==> config.mk <==
export PLATFORM = sky130hd
export DESIGN_NAME = muldiv_ctrl_flat
export DESIGN_NICKNAME = d
export VERILOG_FILES = /design/src/rtl/muldiv_ctrl_pkg.sv /design/src/rtl/muldiv_ctrl_if.sv /design/src/rtl/muldiv_ctrl_step.sv /design/src/rtl/muldiv_ctrl.sv /design/src/flat_wrapper.sv
export SDC_FILE = /design/constraint.sdc
export NUM_CORES = 1
export LEC_CHECK = 0
export CORE_MARGIN = 1
export CORE_UTILIZATION = 30
export CTS_CLUSTER_DIAMETER = 60
export DETAILED_ROUTE_END_ITERATION = 10
export PLACE_DENSITY = 0.47
export SETUP_SLACK_MARGIN = 0.1
export SYNTH_ARGS = -nofsm -noshare
export SYNTH_HDL_FRONTEND = slang
export SYNTH_SLANG_ARGS = --single-unit
export TNS_END_PERCENT = 100
==> constraint.sdc <==
create_clock -name clk -period 10.2 [get_ports clk]
set_input_delay 1.02 -clock clk [delete_from_list [all_inputs] [get_ports clk]]
set_output_delay 1.02 -clock clk [all_outputs]
set_load 0.05 [all_outputs]
==> src/rtl/muldiv_ctrl_pkg.sv <==
// Shared definitions for the multiply/divide sequencer.
//   - FSM state and engine mode enums
//   - iteration count and MUL/DIV function codes
//   - mag32: magnitude of a 32-bit operand, when treated as signed
package muldiv_ctrl_pkg;

  localparam int unsigned W_DATA   = 32;
  localparam int unsigned MD_ITERS = 32;

  localparam logic [4:0] FUNC_MUL = 5'h18;
  localparam logic [4:0] FUNC_DIV = 5'h1A;

  typedef enum logic {MD_IDLE, MD_RUN} muldiv_state_t;
  typedef enum logic {MODE_MUL, MODE_DIV} muldiv_mode_t;

  function automatic logic [31:0] mag32(input logic [31:0] v, input logic sgn);
    return (sgn && v[31]) ? -v : v;
  endfunction

endpackage

==> src/rtl/muldiv_ctrl_if.sv <==
// EX-stage <-> muldiv sequencer bundle.
//   master (EX side): op_valid/op_func/op_sign/op_a/op_b, hi_write/lo_write, flush
//   slave  (muldiv) : stall (comb), busy (reg), hi, lo
interface muldiv_ctrl_if #(
  parameter int unsigned DATA_W = 32
) ();
  logic              op_valid;
  logic [4:0]        op_func;
  logic              op_sign;
  logic [DATA_W-1:0] op_a;
  logic [DATA_W-1:0] op_b;
  logic              hi_write;
  logic              lo_write;
  logic              flush;
  logic              stall;
  logic              busy;
  logic [DATA_W-1:0] hi;
  logic [DATA_W-1:0] lo;

  modport master (
    output op_valid, op_func, op_sign, op_a, op_b, hi_write, lo_write, flush,
    input  stall, busy, hi, lo
  );

  modport slave (
    input  op_valid, op_func, op_sign, op_a, op_b, hi_write, lo_write, flush,
    output stall, busy, hi, lo
  );
endinterface

==> src/rtl/muldiv_ctrl_step.sv <==
// muldiv_step: one combinational iteration of the muldiv engine.
//   mode     in  MODE_MUL: shift-add; MODE_DIV: restoring compare-subtract-shift
//   acc      in  64-bit working register ({acc_hi, multiplier} or {rem, quot})
//   opnd     in  multiplicand / divisor magnitude
//   acc_next out acc after one step
module muldiv_step
  import muldiv_ctrl_pkg::*;
(
  input  muldiv_mode_t mode,
  input  logic [63:0]  acc,
  input  logic [31:0]  opnd,
  output logic [63:0]  acc_next
);
  logic [32:0] sum;
  logic [32:0] rem_sh;
  logic [31:0] diff;

  always_comb begin
    // MUL: conditionally add multiplicand into the top half, then shift right,
    // keeping the carry as the new MSB.
    sum    = {1'b0, acc[63:32]} + (acc[0] ? {1'b0, opnd} : 33'd0);
    // DIV: shifted partial remainder needs 33 bits; the difference always fits 32.
    rem_sh = acc[63:31];
    diff   = rem_sh[31:0] - opnd;
    if (mode == MODE_MUL)
      acc_next = {sum, acc[31:1]};
    else if (rem_sh >= {1'b0, opnd})
      acc_next = {diff, acc[30:0], 1'b1};
    else
      acc_next = {rem_sh[31:0], acc[30:0], 1'b0};
  end
endmodule

==> src/rtl/muldiv_ctrl.sv <==
// muldiv_ctrl: EX-stage multiply/divide sequencer owning HI/LO.
//   clk, rst_n  clock, asynchronous active-low reset
//   md (slave)  op request, MTHI/MTLO, flush in; stall, busy, hi, lo out
// Iterative ops take 32 RUN cycles after the accept cycle; stall covers the
// accept cycle and the first 31 RUN cycles so the issuer leaves EX once.
module muldiv_ctrl
  import muldiv_ctrl_pkg::*;
#(
  parameter int unsigned DATA_W   = 32,
  parameter bit          MUL_FAST = 1'b0
) (
  input  logic          clk,
  input  logic          rst_n,
  muldiv_ctrl_if.slave  md
);
  muldiv_state_t     state, state_nx;
  muldiv_mode_t      mode;
  logic [4:0]        cnt;
  logic [63:0]       acc, acc_step, p_fix, a_ext, b_ext, fast_p;
  logic [DATA_W-1:0] opnd, a_orig, q_fix, r_fix;
  logic              neg_q, neg_r, b_zero;
  logic              is_md, accept, fast_mul, last, finish;

  muldiv_step u_step (
    .mode     (mode),
    .acc      (acc),
    .opnd     (opnd),
    .acc_next (acc_step)
  );

  always_comb begin
    is_md    = (md.op_func == FUNC_MUL) || (md.op_func == FUNC_DIV);
    accept   = (state == MD_IDLE) && md.op_valid && !md.flush && is_md;
    fast_mul = MUL_FAST && accept && (md.op_func == FUNC_MUL);
    last     = (cnt == 5'(MD_ITERS - 1));
    finish   = (state == MD_RUN) && last && !md.flush;

    state_nx = state;
    case (state)
      MD_IDLE: if (accept && !fast_mul) state_nx = MD_RUN;
      MD_RUN:  if (md.flush || last)    state_nx = MD_IDLE;
      default: state_nx = MD_IDLE;
    endcase

    md.stall = rst_n && ((accept && !fast_mul) ||
                         ((state == MD_RUN) && !last && !md.flush));

    // Sign fixup applied to the final step result on the closing edge.
    p_fix = neg_q ? -acc_step : acc_step;
    q_fix = neg_q ? -acc_step[31:0]  : acc_step[31:0];
    r_fix = neg_r ? -acc_step[63:32] : acc_step[63:32];

    // Low 64 bits of a 64x64 product of extended operands give the right
    // answer for both signed and unsigned.
    a_ext  = {{32{md.op_sign & md.op_a[31]}}, md.op_a};
    b_ext  = {{32{md.op_sign & md.op_b[31]}}, md.op_b};
    fast_p = a_ext * b_ext;
  end

  always_ff @(posedge clk or negedge rst_n) begin
    if (!rst_n) begin
      state  <= MD_IDLE;
      cnt    <= '0;
      acc    <= '0;
      opnd   <= '0;
      a_orig <= '0;
      mode   <= MODE_MUL;
      neg_q  <= 1'b0;
      neg_r  <= 1'b0;
      b_zero <= 1'b0;
      md.busy <= 1'b0;
      md.hi  <= '0;
      md.lo  <= '0;
    end else begin
      state   <= state_nx;
      md.busy <= (state_nx == MD_RUN);

      if (accept && !fast_mul) begin
        acc    <= {32'b0, mag32(md.op_a, md.op_sign)};
        opnd   <= mag32(md.op_b, md.op_sign);
        a_orig <= md.op_a;
        mode   <= (md.op_func == FUNC_DIV) ? MODE_DIV : MODE_MUL;
        neg_q  <= md.op_sign & (md.op_a[31] ^ md.op_b[31]);
        neg_r  <= md.op_sign & md.op_a[31];
        b_zero <= (md.op_b == '0);
        cnt    <= '0;
      end else if (state == MD_RUN) begin
        acc <= acc_step;
        cnt <= cnt + 5'd1;
      end

      if (fast_mul) begin
        {md.hi, md.lo} <= fast_p;
      end else if (finish) begin
        if (mode == MODE_MUL) begin
          {md.hi, md.lo} <= p_fix;
        end else if (b_zero) begin
          md.hi <= a_orig;
          md.lo <= '1;
        end else begin
          md.hi <= r_fix;
          md.lo <= q_fix;
        end
      end else if ((state == MD_IDLE) && md.op_valid && !md.flush) begin
        if (md.hi_write) md.hi <= md.op_a;
        if (md.lo_write) md.lo <= md.op_a;
      end
    end
  end
endmodule

==> src/flat_wrapper.sv <==
// flat-port wrapper written by rule: the top's interface ports become plain ports
module muldiv_ctrl_flat import muldiv_ctrl_pkg::*;
#(
  parameter int unsigned DATA_W   = 32,
  parameter bit          MUL_FAST = 1'b0
)
  (clk, rst_n, md_op_valid, md_op_func, md_op_sign, md_op_a, md_op_b, md_hi_write, md_lo_write, md_flush, md_stall, md_busy, md_hi, md_lo);
  muldiv_ctrl_if #(.DATA_W(DATA_W)) md_i ();
  input  logic clk;
  input  logic rst_n;
  input wire logic [$bits(md_i.op_valid)-1:0] md_op_valid;
  input wire logic [$bits(md_i.op_func)-1:0] md_op_func;
  input wire logic [$bits(md_i.op_sign)-1:0] md_op_sign;
  input wire logic [$bits(md_i.op_a)-1:0] md_op_a;
  input wire logic [$bits(md_i.op_b)-1:0] md_op_b;
  input wire logic [$bits(md_i.hi_write)-1:0] md_hi_write;
  input wire logic [$bits(md_i.lo_write)-1:0] md_lo_write;
  input wire logic [$bits(md_i.flush)-1:0] md_flush;
  output wire logic [$bits(md_i.stall)-1:0] md_stall;
  output wire logic [$bits(md_i.busy)-1:0] md_busy;
  output wire logic [$bits(md_i.hi)-1:0] md_hi;
  output wire logic [$bits(md_i.lo)-1:0] md_lo;
  assign md_i.op_valid = md_op_valid;
  assign md_i.op_func = md_op_func;
  assign md_i.op_sign = md_op_sign;
  assign md_i.op_a = md_op_a;
  assign md_i.op_b = md_op_b;
  assign md_i.hi_write = md_hi_write;
  assign md_i.lo_write = md_lo_write;
  assign md_i.flush = md_flush;
  assign md_stall = md_i.stall;
  assign md_busy = md_i.busy;
  assign md_hi = md_i.hi;
  assign md_lo = md_i.lo;
  muldiv_ctrl #(.DATA_W(DATA_W), .MUL_FAST(MUL_FAST)) u_core (.clk(clk), .rst_n(rst_n), .md(md_i));
endmodule
Yosys cells after proc, flatten, opt, wreduce, memory -nomap -nowiden
Index checks and enable logic that the tools add are counted.
{"block": "op_classes", "n_addsub": 8, "multipliers": 0, "n_div": 0, "order_cmp": 1, "eq_ne": 3, "n_shift": 0, "muxes": 26, "n_bitwise": 4, "reduce_logical": 22}
{"op": "32-bit two-way mux", "n": 15}
{"op": "64-bit two-way mux", "n": 5}
{"op": "32-bit negator", "n": 4}
{"op": "64-bit negator", "n": 1}
{"op": "32-bit by 33-bit adder with 33-bit output", "n": 1}
{"op": "33-bit by 32-bit greater-or-equal comparator with 1-bit output", "n": 1}
{"op": "32-bit logical NOT", "n": 1}
{"op": "32-bit subtractor", "n": 1}
{"op": "5-bit == test, second input constant", "n": 3}
{"op": "1-bit logical AND", "n": 10}
{"op": "5-bit two-way mux", "n": 2}
{"op": "2-bit nonzero test", "n": 4}
{"op": "5-bit by 1-bit adder with 5-bit output, second input constant", "n": 1}
{"op": "2-bit AND reduction", "n": 2}
{"op": "1-bit logical OR", "n": 3}
{"op": "1-bit two-way mux", "n": 3}
{"op": "1-bit AND", "n": 2}
{"op": "1-bit logical NOT", "n": 2}
{"op": "1-bit one-hot mux with 2 select lines", "n": 1}
{"op": "1-bit NOT", "n": 1}
{"op": "1-bit XOR", "n": 1}
{"block": "totals", "regBits": 202, "latchBits": 0, "ramBits": 0, "rom_bits": 0, "wordCells": 75, "memories": 0}

Depth between registers and ports, before layout
{"block": "depth", "depth_word": 8, "ltp_mapped": 22, "mapped_depth_nobuf": 19}

Hierarchy
Synthesis repeated with hierarchy kept, for this count alone.
{"block": "hier_totals", "cells_unflattened": 2129, "hier_area_um2": 17230.3}
{"module": "muldiv_ctrl", "instances": 1, "cells_each": 1458, "area_per_inst_um2": 12532.0}
{"module": "muldiv_step", "instances": 1, "cells_each": 671, "area_per_inst_um2": 4698.3}

Least setup slack after synthesis
OpenSTA, ideal clock, no wires.
{"block": "synth_path", "kind": "register -> register", "start": "register u_core.acc[35]", "end": "register u_core.md.hi[26]", "setup_time_ns": 0.078, "t_arrival_ns": 4.647, "t_required_ns": 10.122, "path_slack_ns": 5.475, "stages_incl_launch_ff": 22, "n_path_buf": 3, "period_less_slack_ns": 4.725, "cell_sequence": "dfrtp_1 > ha_1 > buf_6 > a21o_1 > a31o_2 > o2111ai_4 > a211o_1 > buf_4 > a31o_2 > ha_1 > nand2_1 > nor3_1 > nand2_1 > or3_1 > or3_1 > clkbuf_1 > o21a_1 > or4_1 > nor4_1 > mux2i_1 > o221ai_1 > a21oi_1"}
{"block": "synth_via", "elab_chain_cells": 8, "elab_cells_between_ends": 12, "classes_between": "add/sub (4); order compare (1); mux (7)"}
{"item": "start: declaration", "line_no": "muldiv_ctrl.sv:19", "rtl": "logic [63:0] acc, acc_step, p_fix, a_ext, b_ext, fast_p;"}
{"item": "start signal: assignment", "line_no": "muldiv_ctrl.sv:79", "rtl": "acc <= {32'b0, mag32(md.op_a, md.op_sign)};"}
{"item": "start signal: assignment", "line_no": "muldiv_ctrl.sv:88", "rtl": "acc <= acc_step;"}
{"item": "32-bit subtractor / 33-bit by 32-bit greater-or-equal comparator with 1-bit output (equally long branches)", "line_no": "muldiv_ctrl_step.sv:24, muldiv_ctrl_step.sv:27"}
{"item": "64-bit two-way mux", "line_no": "muldiv_ctrl_step.sv:27", "rtl": "else if (rem_sh >= {1'b0, opnd})"}
{"item": "64-bit two-way mux (*)", "line_no": "muldiv_ctrl_step.sv:25", "rtl": "if (mode == MODE_MUL)"}
{"item": "32-bit negator", "line_no": "muldiv_ctrl.sv:51", "rtl": "r_fix = neg_r ? -acc_step[63:32] : acc_step[63:32];"}
{"item": "32-bit two-way mux", "line_no": "muldiv_ctrl.sv:51"}
{"item": "32-bit two-way mux", "line_no": "muldiv_ctrl.sv:97", "rtl": "end else if (b_zero) begin"}
{"item": "32-bit two-way mux (*)", "line_no": "muldiv_ctrl.sv:95", "rtl": "if (mode == MODE_MUL) begin"}
{"item": "32-bit two-way mux (*)", "line_no": "muldiv_ctrl.sv:94", "rtl": "end else if (finish) begin"}
{"item": "end signal: assignment", "line_no": "muldiv_ctrl.sv:93", "rtl": "{md.hi, md.lo} <= fast_p;"}
{"item": "end signal: assignment", "line_no": "muldiv_ctrl.sv:96", "rtl": "{md.hi, md.lo} <= p_fix;"}
{"item": "end signal: assignment", "line_no": "muldiv_ctrl.sv:98", "rtl": "md.hi <= a_orig;"}
{"item": "end: declaration", "line_no": "muldiv_ctrl_if.sv:27", "rtl": "output stall, busy, hi, lo"}
Every way passes the cells marked *; elsewhere a longest branch is shown, timed or not.
A chain may end at the register's enable or synchronous reset.

Final worst setup path
{"block": "layout_path", "start": "register u_core.acc[53]", "end": "register u_core.md.hi[26]"}
Same word-level chain as after synthesis.

==> metrics.md <==
| Metric | Value |
|---|---|
| Ys flop type | dfrtp_1 |
| Skew-Pair Late Insertion Delay | 560 ps |
| TritonRoute pass-1 iters | 6 |
| Area share of and/or/nand/nor cells after synthesis | 24.0% |
| Largest area contributor in the netlist | dfrtp_1 |
| Vias | 18700 |
| Port Buffers | 141 |
| Ys Warns | 0 |
| Final period util | 64.5% |
| Setup TNS | 0 ps |
| Count leader, synth | nand2_1 |
| Ys async rst share | 100% |
| RSZ-0062 raised after global routing | false |
| CP Max Fanout | 19 |
| Clk Tree Root Cell | clkbuf_16 |
| R2R depth | 19 |
| Ratio of cells with drive above 1 in the final layout | 6.99% |
| Crit-path cells | ha_1 > a21oi_1 > o21ai_1 > a21oi_2 > o2111a_1 > buf_4 > a31o_2 > ha_1 > nand2_1 > nor3_1 > nand2_1 > or3_1 > or3_1 > o21a_1 > or4_1 > nor4_1 > mux2i_1 > o221ai_1 > a21oi_1 |
| Hold buffer count at cts | 0 |
| Worst hold path class | input port to async pin |
| Adder-Cell Fraction of Synth Area | 5.04% |
| Crit path DAT | 7060 ps |
| Highest Clock Rate | 152 MHz |
| Fill count | 6375 |
| Worst reg2reg setup slack | 3620 ps |
| Die Ht | 248 um |
| Finished Layout Cells | 3220 |
| First-pass GRT wire length | 117000 um |
| Power, Total | 7220 uW |
| Xor/xnor cell area share of the yosys netlist | 7.76% |
| Number of CTS-inserted buffers | 35 |
| Register area share after synthesis | 27.8% |
| CP endpoint kind | flip-flop |
| Reg2reg end | u_core.md.hi[26] |
| GP Congestion | 0.934 |
| Static Leakage | 0.00868 uW |
| Number of global-route vias before repair | 18000 |
| Row cnt | 89 |
| Max_slew headroom | 23.6% |
| Post-synthesis compound-gate area fraction | 26.9% |
| Most frequent cells after synthesis | nand2_1 (445), dfrtp_1 (202), o21ai_0 (171) |
| Mux cell area share after synthesis | 3.19% |
| Congestion Overflow GR | 0 |
| Synthesized instance count | 2363 |
| Dominant cells by area after synthesis | dfrtp_1 (28%), nand2_1 (9.2%), ha_1 (4.8%) |
| Starting density of the core | 30.6% |
| Vias/cell | 5.81 |
| Worst EP required | 10680 ps |
| Core ar. | 59500 um2 |
| DR WL/cell | 24.1 um |
| Crit Path Category | flip-flop to flip-flop |
| Largest net degree at the start of global routing | 85 |
| Post-synth EDFFs | 0 |
| Final setup viols | 0 |
| Antenna Nets Post-Route | 0 |
| Detailed placement HPWL | 58200 um |
| Post-synthesis cell type count | 101 |
| CTS H-Tree Depth | 2 |
| Num Clock Sinks | 202 |
| Outcome | finished, final reports clean |
| Cell area after synthesis | 18200 um2 |
| Hold Fails Final Rpt | 0 |
| Startpoint Class | flip-flop |
| Max cap viols | 0 |
| Slowest cell on crit path | or3_1 |
| Area grow syn2layout | 17.4% |
| Worst-margin pin slew | 1150 ps |
| Max Root-Sink Buffers | 3 |
| Synth Register Bits | 202 |
| Min Tclk post-route | 6580 ps |
| Ports | 142 |
| TritonCTS clock tree | yes |
| Max incr delay on CP | 610 ps |
| Syn Area/Cell | 7.69 um2 |
| Mapped Nets | 2511 |
| Full die area | 61600 um2 |
| Postcts setup bufs | 0 |
| Clock slew at reported path FFs | 50 ps |
| Clock skew | 24.8 ps |
| DP Cell Count | 3159 |
| PostCTS Resize Cnt | 0 |
| Pwr/cell area | 338 nW/um2 |
| Final WL | 77700 um |
| Total track usage | 25.0% |
| Reg2reg start | u_core.acc[53] |
| Starting DRT DRC Count | 1645 |
| Final Net Count | 2571 |
| Slew Limit Fails | 0 |
| Final WS setup | 3620 ps |
| Antenna violations before repair | 2 |
| Placement Setup Slack | 3880 ps |
| Main combinational cell family by area after synthesis | compound AO/OA/AOI/OAI gates |
| # DRC | 0 |
| Yosys top cell area share | 27.8% |
| Die Wd | 248 um |
| Worst VDD drop | 0.000141 V |
## logic make-up after synthesis
| logic type | Yosys count |
|---|---|
| simple gates | 922 |
| compound gates | 714 |
| buf+inv | 235 |
| flops | 202 |
| xor+xnor | 161 |
| fa+ha+maj | 72 |
| mux | 57 |
## cells in the final DEF, fill, tap and decap left out, drive strengths merged, types with 9 or more instances in the layout
cell type and count:
mux2i 50, clkinv 10, xnor2 92, o21ai 184
a211oi 24, clkdlybuf4s50 140, nand3 46, nor3 58
or2 21, clkbuf 40, a21oi 135, o41ai 15
a211o 9, o22ai 18, and2 48, or3 34
or4 15, dfrtp 202, o221ai 15, inv 78
nor4 23, ha 70, a31oi 32, and3 20
o2111ai 11, nor2b 10, xor2 69, a21o 33
o211ai 41, nor2 124, a32oi 36, nand4 27
buf 43, o31ai 31, a221oi 26, nand2 445
o21a 23, nand2b 22
## registers in the layout (all words and copies together) (netlist names)
| register | flops |
|---|---|
| u_core.neg_r | 1 |
| u_core.opnd | 32 |
| u_core.md.busy | 1 |
| u_core.acc | 64 |
| u_core.md.lo | 32 |
| u_core.neg_q | 1 |
| u_core.cnt | 5 |
| u_core.mode | 1 |
| u_core.md.hi | 32 |
| u_core.b_zero | 1 |
| u_core.a_orig | 32 |
## how the worst max path moves through the flow
stage / cells past startpoint / end / start
6_report: 19 / u_core.md.hi[26] / u_core.acc[53]
5_1_grt: 20 / u_core.md.hi[26] / u_core.opnd[20]
2_1_floorplan: 21 / u_core.md.hi[26] / u_core.acc[35]
3_3_place_gp: 19 / u_core.md.hi[26] / u_core.acc[53]
3_5_place_dp: 19 / u_core.md.hi[26] / u_core.acc[53]
4_1_cts: 19 / u_core.md.hi[26] / u_core.acc[53]
## per-stage QoR
step	hold slack, ps	instance area, um2	util (%)
after global placement	453	20200	34.0
after global routing	374	21300	35.9
after floorplan	437	18200	-
after CTS	357	21300	35.9
final	367	21400	35.9
after detailed placement	458	20200	34.0
## layer usage
metal	up-vias	track usage (%)	wire length (um)
li1	8745	-	-
met3	125	4.19	4310
met5	-	0	0
met4	0	8.11	2430
met1	9246	35.1	36300
met2	596	38.7	34600
## power breakdown
part	leakage (uW)	total, uW	internal, uW	switching, uW
registers	0.00250	1340	1030	311
clock network	0.000545	1190	719	472
logic	0.00564	4680	1640	3040
total	0.00868	7220	3390	3820
## worst max-delay path, delay by kind of cell (launching register included)
family	cells	cell delay [ps]
simple gates	7	2840
compound gates	8	2010
flops	1	450
mux	1	260
fa+ha+maj	2	620
buf+inv	1	310
## cell type report
class                   instances  area [um2]  share of cell area (%)
multi-input cells            1926       12200                    57.1
flip-flops and latches        202        5060                    23.7
repair buffers                183        1730                    8.11
well taps                     773         967                    4.53
clock buffers                  40         905                    4.24
inverters                      75         282                    1.32
clock inverters                19         219                    1.03
diodes                          2        5.00                  0.0234
Power figures use the tool's default switching activity.
